`src/rtl/ysyx_25030081_rf_pkg.sv`:
```
// Shared constants for the NPC integer register file with pending-write scoreboard.
package ysyx_25030081_rf_pkg;

    localparam int unsigned RF_ADDR_WIDTH_DEF = 32'd5;
    localparam int unsigned DATA_WIDTH_DEF    = 32'd32;
    localparam int unsigned NR_READ_DEF       = 32'd2;
    localparam int unsigned NR_READ_MAX       = 32'd4;
    localparam int unsigned CNT_WIDTH_DEF     = 32'd2;
    localparam int unsigned X0_IDX            = 32'd0;
    localparam int unsigned A0_IDX            = 32'd10;
    localparam int unsigned CNT_SAT_DEF       = (32'd1 << CNT_WIDTH_DEF) - 32'd1;

    function automatic int unsigned cnt_sat(input int unsigned width);
        return (32'd1 << width) - 32'd1;
    endfunction

endpackage

```
`src/rtl/ysyx_25030081_rf_sb_cnt.sv`:
```
// One register's pending-write counter: saturating up/down with flush clear.
module ysyx_25030081_rf_sb_cnt
    import ysyx_25030081_rf_pkg::*;
#(
    parameter int unsigned CNT_WIDTH = CNT_WIDTH_DEF
) (
    input  logic clk,
    input  logic rst,
    input  logic inc,
    input  logic dec,
    input  logic clr,
    output logic nonzero,
    output logic full,
    output logic one
);

    localparam logic [CNT_WIDTH-1:0] CNT_ZERO = {CNT_WIDTH{1'b0}};
    localparam logic [CNT_WIDTH-1:0] CNT_ONE  = {{(CNT_WIDTH-1){1'b0}}, 1'b1};

    logic [CNT_WIDTH-1:0] cnt_r;

    // Outstanding-write count; simultaneous inc and dec cancel out
    always_ff @(posedge clk or posedge rst) begin
        if (rst) begin
            cnt_r <= CNT_ZERO;
        end else if (clr) begin
            cnt_r <= CNT_ZERO;
        end else if (inc && !dec && !full) begin
            cnt_r <= cnt_r + CNT_ONE;
        end else if (dec && !inc && nonzero) begin
            cnt_r <= cnt_r - CNT_ONE;
        end else begin
            cnt_r <= cnt_r;
        end
    end

    assign nonzero = (cnt_r != CNT_ZERO);
    assign full    = &cnt_r;
    assign one     = (cnt_r == CNT_ONE);

endmodule

```
`src/rtl/ysyx_25030081_rf_sb.sv`:
```
// Multi-port integer register file with writeback bypass and a per-register
// pending-write scoreboard used by issue to detect RAW hazards.
module ysyx_25030081_rf_sb
    import ysyx_25030081_rf_pkg::*;
#(
    parameter int unsigned RF_ADDR_WIDTH = RF_ADDR_WIDTH_DEF,
    parameter int unsigned DATA_WIDTH    = DATA_WIDTH_DEF,
    parameter int unsigned NR_READ       = NR_READ_DEF,
    parameter int unsigned CNT_WIDTH     = CNT_WIDTH_DEF
) (
    input  logic                              clk,
    input  logic                              rst,
    input  logic [NR_READ*RF_ADDR_WIDTH-1:0]  raddr,
    output logic [NR_READ*DATA_WIDTH-1:0]     rdata,
    output logic [NR_READ-1:0]                rbusy,
    input  logic                              alloc_valid,
    input  logic [RF_ADDR_WIDTH-1:0]          alloc_addr,
    output logic                              alloc_ready,
    input  logic                              wb_valid,
    input  logic [RF_ADDR_WIDTH-1:0]          wb_addr,
    input  logic [DATA_WIDTH-1:0]             wb_data,
    input  logic                              flush,
    output logic [(1<<RF_ADDR_WIDTH)-1:0]     busy_vec,
    output logic [DATA_WIDTH-1:0]             a0
);

    localparam int unsigned NREG = 32'd1 << RF_ADDR_WIDTH;
    localparam logic [RF_ADDR_WIDTH-1:0] X0_ADDR = RF_ADDR_WIDTH'(X0_IDX);

    logic [DATA_WIDTH-1:0] regs_r [NREG];
    logic [NREG-1:0]       nonzero_s;
    logic [NREG-1:0]       full_s;
    logic [NREG-1:0]       one_s;
    logic [NREG-1:1]       inc_s;
    logic [NREG-1:1]       dec_s;
    logic                  alloc_fire_s;

    // A saturated destination may still be claimed if writeback retires one this cycle
    always_comb begin
        alloc_ready = 1'b1;
        if ((alloc_addr != X0_ADDR) && full_s[alloc_addr] &&
            !(wb_valid && (wb_addr == alloc_addr))) begin
            alloc_ready = 1'b0;
        end else begin
            alloc_ready = 1'b1;
        end
    end

    assign alloc_fire_s = alloc_valid && alloc_ready;

    // Architectural storage; x0 slot is never written
    always_ff @(posedge clk or posedge rst) begin
        if (rst) begin
            for (int i = 0; i < int'(NREG); i++) begin
                regs_r[i] <= {DATA_WIDTH{1'b0}};
            end
        end else if (wb_valid && (wb_addr != X0_ADDR)) begin
            regs_r[wb_addr] <= wb_data;
        end
    end

    assign nonzero_s[0] = 1'b0;
    assign full_s[0]    = 1'b0;
    assign one_s[0]     = 1'b0;

    for (genvar r = 1; r < int'(NREG); r++) begin : g_cnt
        localparam logic [RF_ADDR_WIDTH-1:0] R_ADDR = RF_ADDR_WIDTH'(r);

        assign inc_s[r] = alloc_fire_s && (alloc_addr == R_ADDR);
        assign dec_s[r] = wb_valid && (wb_addr == R_ADDR);

        ysyx_25030081_rf_sb_cnt #(
            .CNT_WIDTH (CNT_WIDTH)
        ) u_cnt (
            .clk     (clk),
            .rst     (rst),
            .inc     (inc_s[r]),
            .dec     (dec_s[r]),
            .clr     (flush),
            .nonzero (nonzero_s[r]),
            .full    (full_s[r]),
            .one     (one_s[r])
        );
    end

    for (genvar p = 0; p < int'(NR_READ); p++) begin : g_rd
        logic [RF_ADDR_WIDTH-1:0] ra_s;
        logic [DATA_WIDTH-1:0]    rd_s;
        logic                     rb_s;
        logic                     hit_s;

        assign ra_s  = raddr[p*RF_ADDR_WIDTH +: RF_ADDR_WIDTH];
        assign hit_s = wb_valid && (wb_addr == ra_s);

        // Read mux: x0 first, then same-cycle writeback, then storage
        always_comb begin
            rd_s = {DATA_WIDTH{1'b0}};
            if (ra_s == X0_ADDR) begin
                rd_s = {DATA_WIDTH{1'b0}};
            end else if (hit_s) begin
                rd_s = wb_data;
            end else begin
                rd_s = regs_r[ra_s];
            end
        end

        // The last outstanding write landing this cycle satisfies the reader
        assign rb_s = (ra_s != X0_ADDR) && nonzero_s[ra_s] && !(hit_s && one_s[ra_s]);

        assign rdata[p*DATA_WIDTH +: DATA_WIDTH] = rd_s;
        assign rbusy[p]                          = rb_s;
    end

    assign busy_vec = nonzero_s;
    assign a0       = regs_r[A0_IDX];

endmodule

```
`config.mk`:
```
export PLATFORM = sky130hd
export DESIGN_NAME = ysyx_25030081_rf_sb
export DESIGN_NICKNAME = d
export VERILOG_FILES = /design/src/rtl/ysyx_25030081_rf_pkg.sv /design/src/rtl/ysyx_25030081_rf_sb_cnt.sv /design/src/rtl/ysyx_25030081_rf_sb.sv
export SDC_FILE = /design/constraint.sdc
export NUM_CORES = 2
export LEC_CHECK = 0
export ABC_CLOCK_PERIOD_IN_PS = 37600
export CORE_ASPECT_RATIO = 0.6
export CORE_MARGIN = 2
export CORE_UTILIZATION = 45
export CTS_CLUSTER_SIZE = 30
export DETAILED_ROUTE_END_ITERATION = 16
export SETUP_SLACK_MARGIN = 0.5
export SLEW_MARGIN = 10
export SYNTH_ARGS = -nofsm -noshare
export SYNTH_HDL_FRONTEND = slang
export SYNTH_SLANG_ARGS = --single-unit
export TNS_END_PERCENT = 30
```
`constraint.sdc`:
```
create_clock -name clk -period 37.6 [get_ports clk]
set_input_delay 7.52 -clock clk [delete_from_list [all_inputs] [get_ports clk]]
set_output_delay 7.52 -clock clk [all_outputs]
set_load 0.02 [all_outputs]
```
==> qor.csv <==
metric;value;unit
die_x;487.9;um
ioPinCount;188;
register_area;27180;um2
cts_tree;done;
rows;106;
clock_sinks;1086;
power_frac_comb;22.7;%
synth-seq-cells;1086;
first_pass_iters;6;
maxCapViolCount;0;
start_kind;primary input;
fillers;11960;
grt_util_all_layers;31.34;%
power_density;49.90;nW/um2
final_util;50.18;%
final_antenna_net_count;0;
mostFrequentLayoutCells;dfrtp_1, mux2_2, nand2_1;
hold_class;reg2reg;
reg2reg_from;g_cnt[27].u_cnt.cnt_r[0]$_DFFE_PP0P_;
grt_start_max_net_pins;172;
final_net_count;5122;
hold_ws;0.3971;ns
yosysTopAreaCell;dfrtp_1;
port_buffers;186;
final_layout_size_suffix_gt1_share;34.47;%
vias;45710;
rsz0062_at_grt;no;
design_area;69940;um2
antenna_found_initial;4;
routed-wl-met3;23300;um
ys_types;78;
arrival;12.98;ns
postSynth.asyncResetShare;100.0;%
syn_avg_cell_area;12.35;um2
status;complete, no violations;
finalMaxSlewViolations;0;
vdd_drop_max;0.00003518;V
clk_pin_slew;0.06;ns
ys_seq_area_share;42.98;%
hold_depth;0;
dieHeight;294.3;um
grt_pass1_vias;44460;
multi_input_area;33410;um2
yosysTopAreaCellShare;42.98;%
grt-ovfl-total;0;
setup_violations;0;
drt_iter0_drc;5522;
worstPathMaxFanout;50;
layout_setup_ws;17.10;ns
dp_hpwl;128900;um
skew;0.01551;ns
power_switching;1.037;mW
min_from;regs_r[1020]$_DFFE_PP0P_;
die-area;143600;um2
synth_cells;5121;
ys.flop_type;dfrtp_1;
pwr-share-clk;33.0;%
area_growth;10.63;%
cts-buffers-inserted;108;
dp_slack;17.33;ns
required;30.08;ns
seqPwrFrac;44.3;%
hold_end;regs_r[1020]$_DFFE_PP0P_;
fin_crit;20.50;ns
reg2reg_to;g_cnt[29].u_cnt.cnt_r[0]$_DFFE_PP0P_;
endpoint_kind;output port;
rrSetupSlack;33.85;ns
route.met2.wl;97400;um
coreArea;139400;um2
final_common_cell;dfrtp_1;
fin_crit_sh;54.52;%
start_util;45.36;%
p_leak;30.45;nW
worst_pin_slew;1.272;ns
finalHoldViolCount;0;
place_area;66260;um2
routed_via_density;6.571;
syn_nets;5271;
critical_path_class;in2out;
r2r_cells;7;
wirelength;225600;um
cts_hold_buf;0;
max_freq;0.04878;GHz
cts_max_path_buffers;3;
root_buffer;clkbuf_16;
yosys_warnings;0;
p_int;2.453;mW
wl_met1;97350;um
synth-edff-count;0;
swShare;29.72;%
worstSkewPairLatency;0.75;ns
synth_area_leaders;dfrtp_1, mux2_2, mux4_2, mux2i_1, nand2_1;
synth_area;63230;um2
htreeDepth;3;
tns;0;ns
relSlewSlack;14.74;%
postCtsSetupBuffers;0;
wire_per_inst;32.43;um
grt_pass1_wl;328300;um
drc_errors;0;
finalWeightedCongestion;0.9543;
ctsResizeCount;0;
top_layer_used;met5;
## stage by stage
step	power [mW]	instances
2_1_floorplan	2.090	5121
3_3_place_gp	2.319	6752
3_5_place_dp	2.342	6752
4_1_cts	3.491	6953
5_1_grt	3.626	6953
6_report	3.490	6957
## how the worst max path moves through the flow
| stage | to | from | slack (ns) | cells after the start |
|---|---|---|---|---|
| after floorplan | a0[0]$_DFFE_PP0P_ | rst | 15.10 | 1 |
| after global placement | rdata[50] | raddr[6] | 17.37 | 11 |
| after detailed placement | rdata[50] | raddr[6] | 17.33 | 11 |
| after CTS | rdata[50] | raddr[6] | 17.29 | 11 |
| after global routing | rdata[49] | raddr[6] | 17.08 | 11 |
| final | rdata[49] | raddr[6] | 17.10 | 11 |
## synth_stat cells (all sizes together) (9+ instances only)
library cell / number
dfrtp: 1086
mux2: 923
nand2: 557
mux4: 456
clkbuf: 336
mux2i: 279
buf: 233
nor2: 221
a21oi: 145
o21ai: 113
inv: 107
ha: 93
o211ai: 87
a22oi: 70
a221oi: 69
a211oi: 65
nor3: 42
nor2b: 23
nand3: 22
nor4: 16
and3: 14
nand2b: 12
xor2: 12
a2111oi: 10
a311oi: 9
## routing by layer
layer / track usage, % / vias up
li1: - / 18660
met1: 46.01 / 24200
met2: 45.38 / 2416
met3: 8.200 / 433
met4: 9.385 / 4
met5: 0 / -
## area by class of cell
| class | instances | area share [%] |
|---|---|---|
| Sequential cell | 1086 | 38.85 |
| Tap cell | 1890 | 3.381 |
| Clock inverter | 39 | 0.7227 |
| Clock buffer | 162 | 4.554 |
| Multi-Input combinational cell | 3359 | 47.76 |
| Timing Repair Buffer | 310 | 4.132 |
| Inverter | 107 | 0.5796 |
| Antenna cell | 4 | 0.01431 |
## critical path, stage by stage
cell,delay [ns]
clkbuf_8,0.46
buf_4,0.73
buf_4,0.70
nor2b_4,0.76
buf_4,0.65
a221oi_1,0.20
a22oi_1,0.21
o21ai_0,0.26
o211ai_1,0.42
a21oi_1,0.28
clkdlybuf4s50_1,0.61
## logic make-up after synthesis
kind of cell               after synthesis  share of synthesized area, %
AOI/OAI and AO/OA                      644                         6.986
xor gates and xnor gates                16                        0.2216
adders and majority gates               93                         1.840
buffers and inverters                  676                         4.583
DFF                                   1086                         42.98
muxes                                 1658                         37.11
other                                    1                      0.005931
and+or+nand+nor                        947                         6.275
## state kept, by name (all words and copies together) (netlist names)
name               flops
regs_r               992
g_cnt.u_cnt.cnt_r     62
a0                    32
## power groups by stage
stage	Clock, mW	Combinational (mW)	Sequential, mW
floorplan	0	0.586	1.50
global placement	0	0.773	1.55
detailed placement	0	0.786	1.56
CTS	1.17	0.789	1.54
global route	1.21	0.844	1.57
finish	1.15	0.793	1.55
Note: power is estimated with default switching activity, not from simulation.
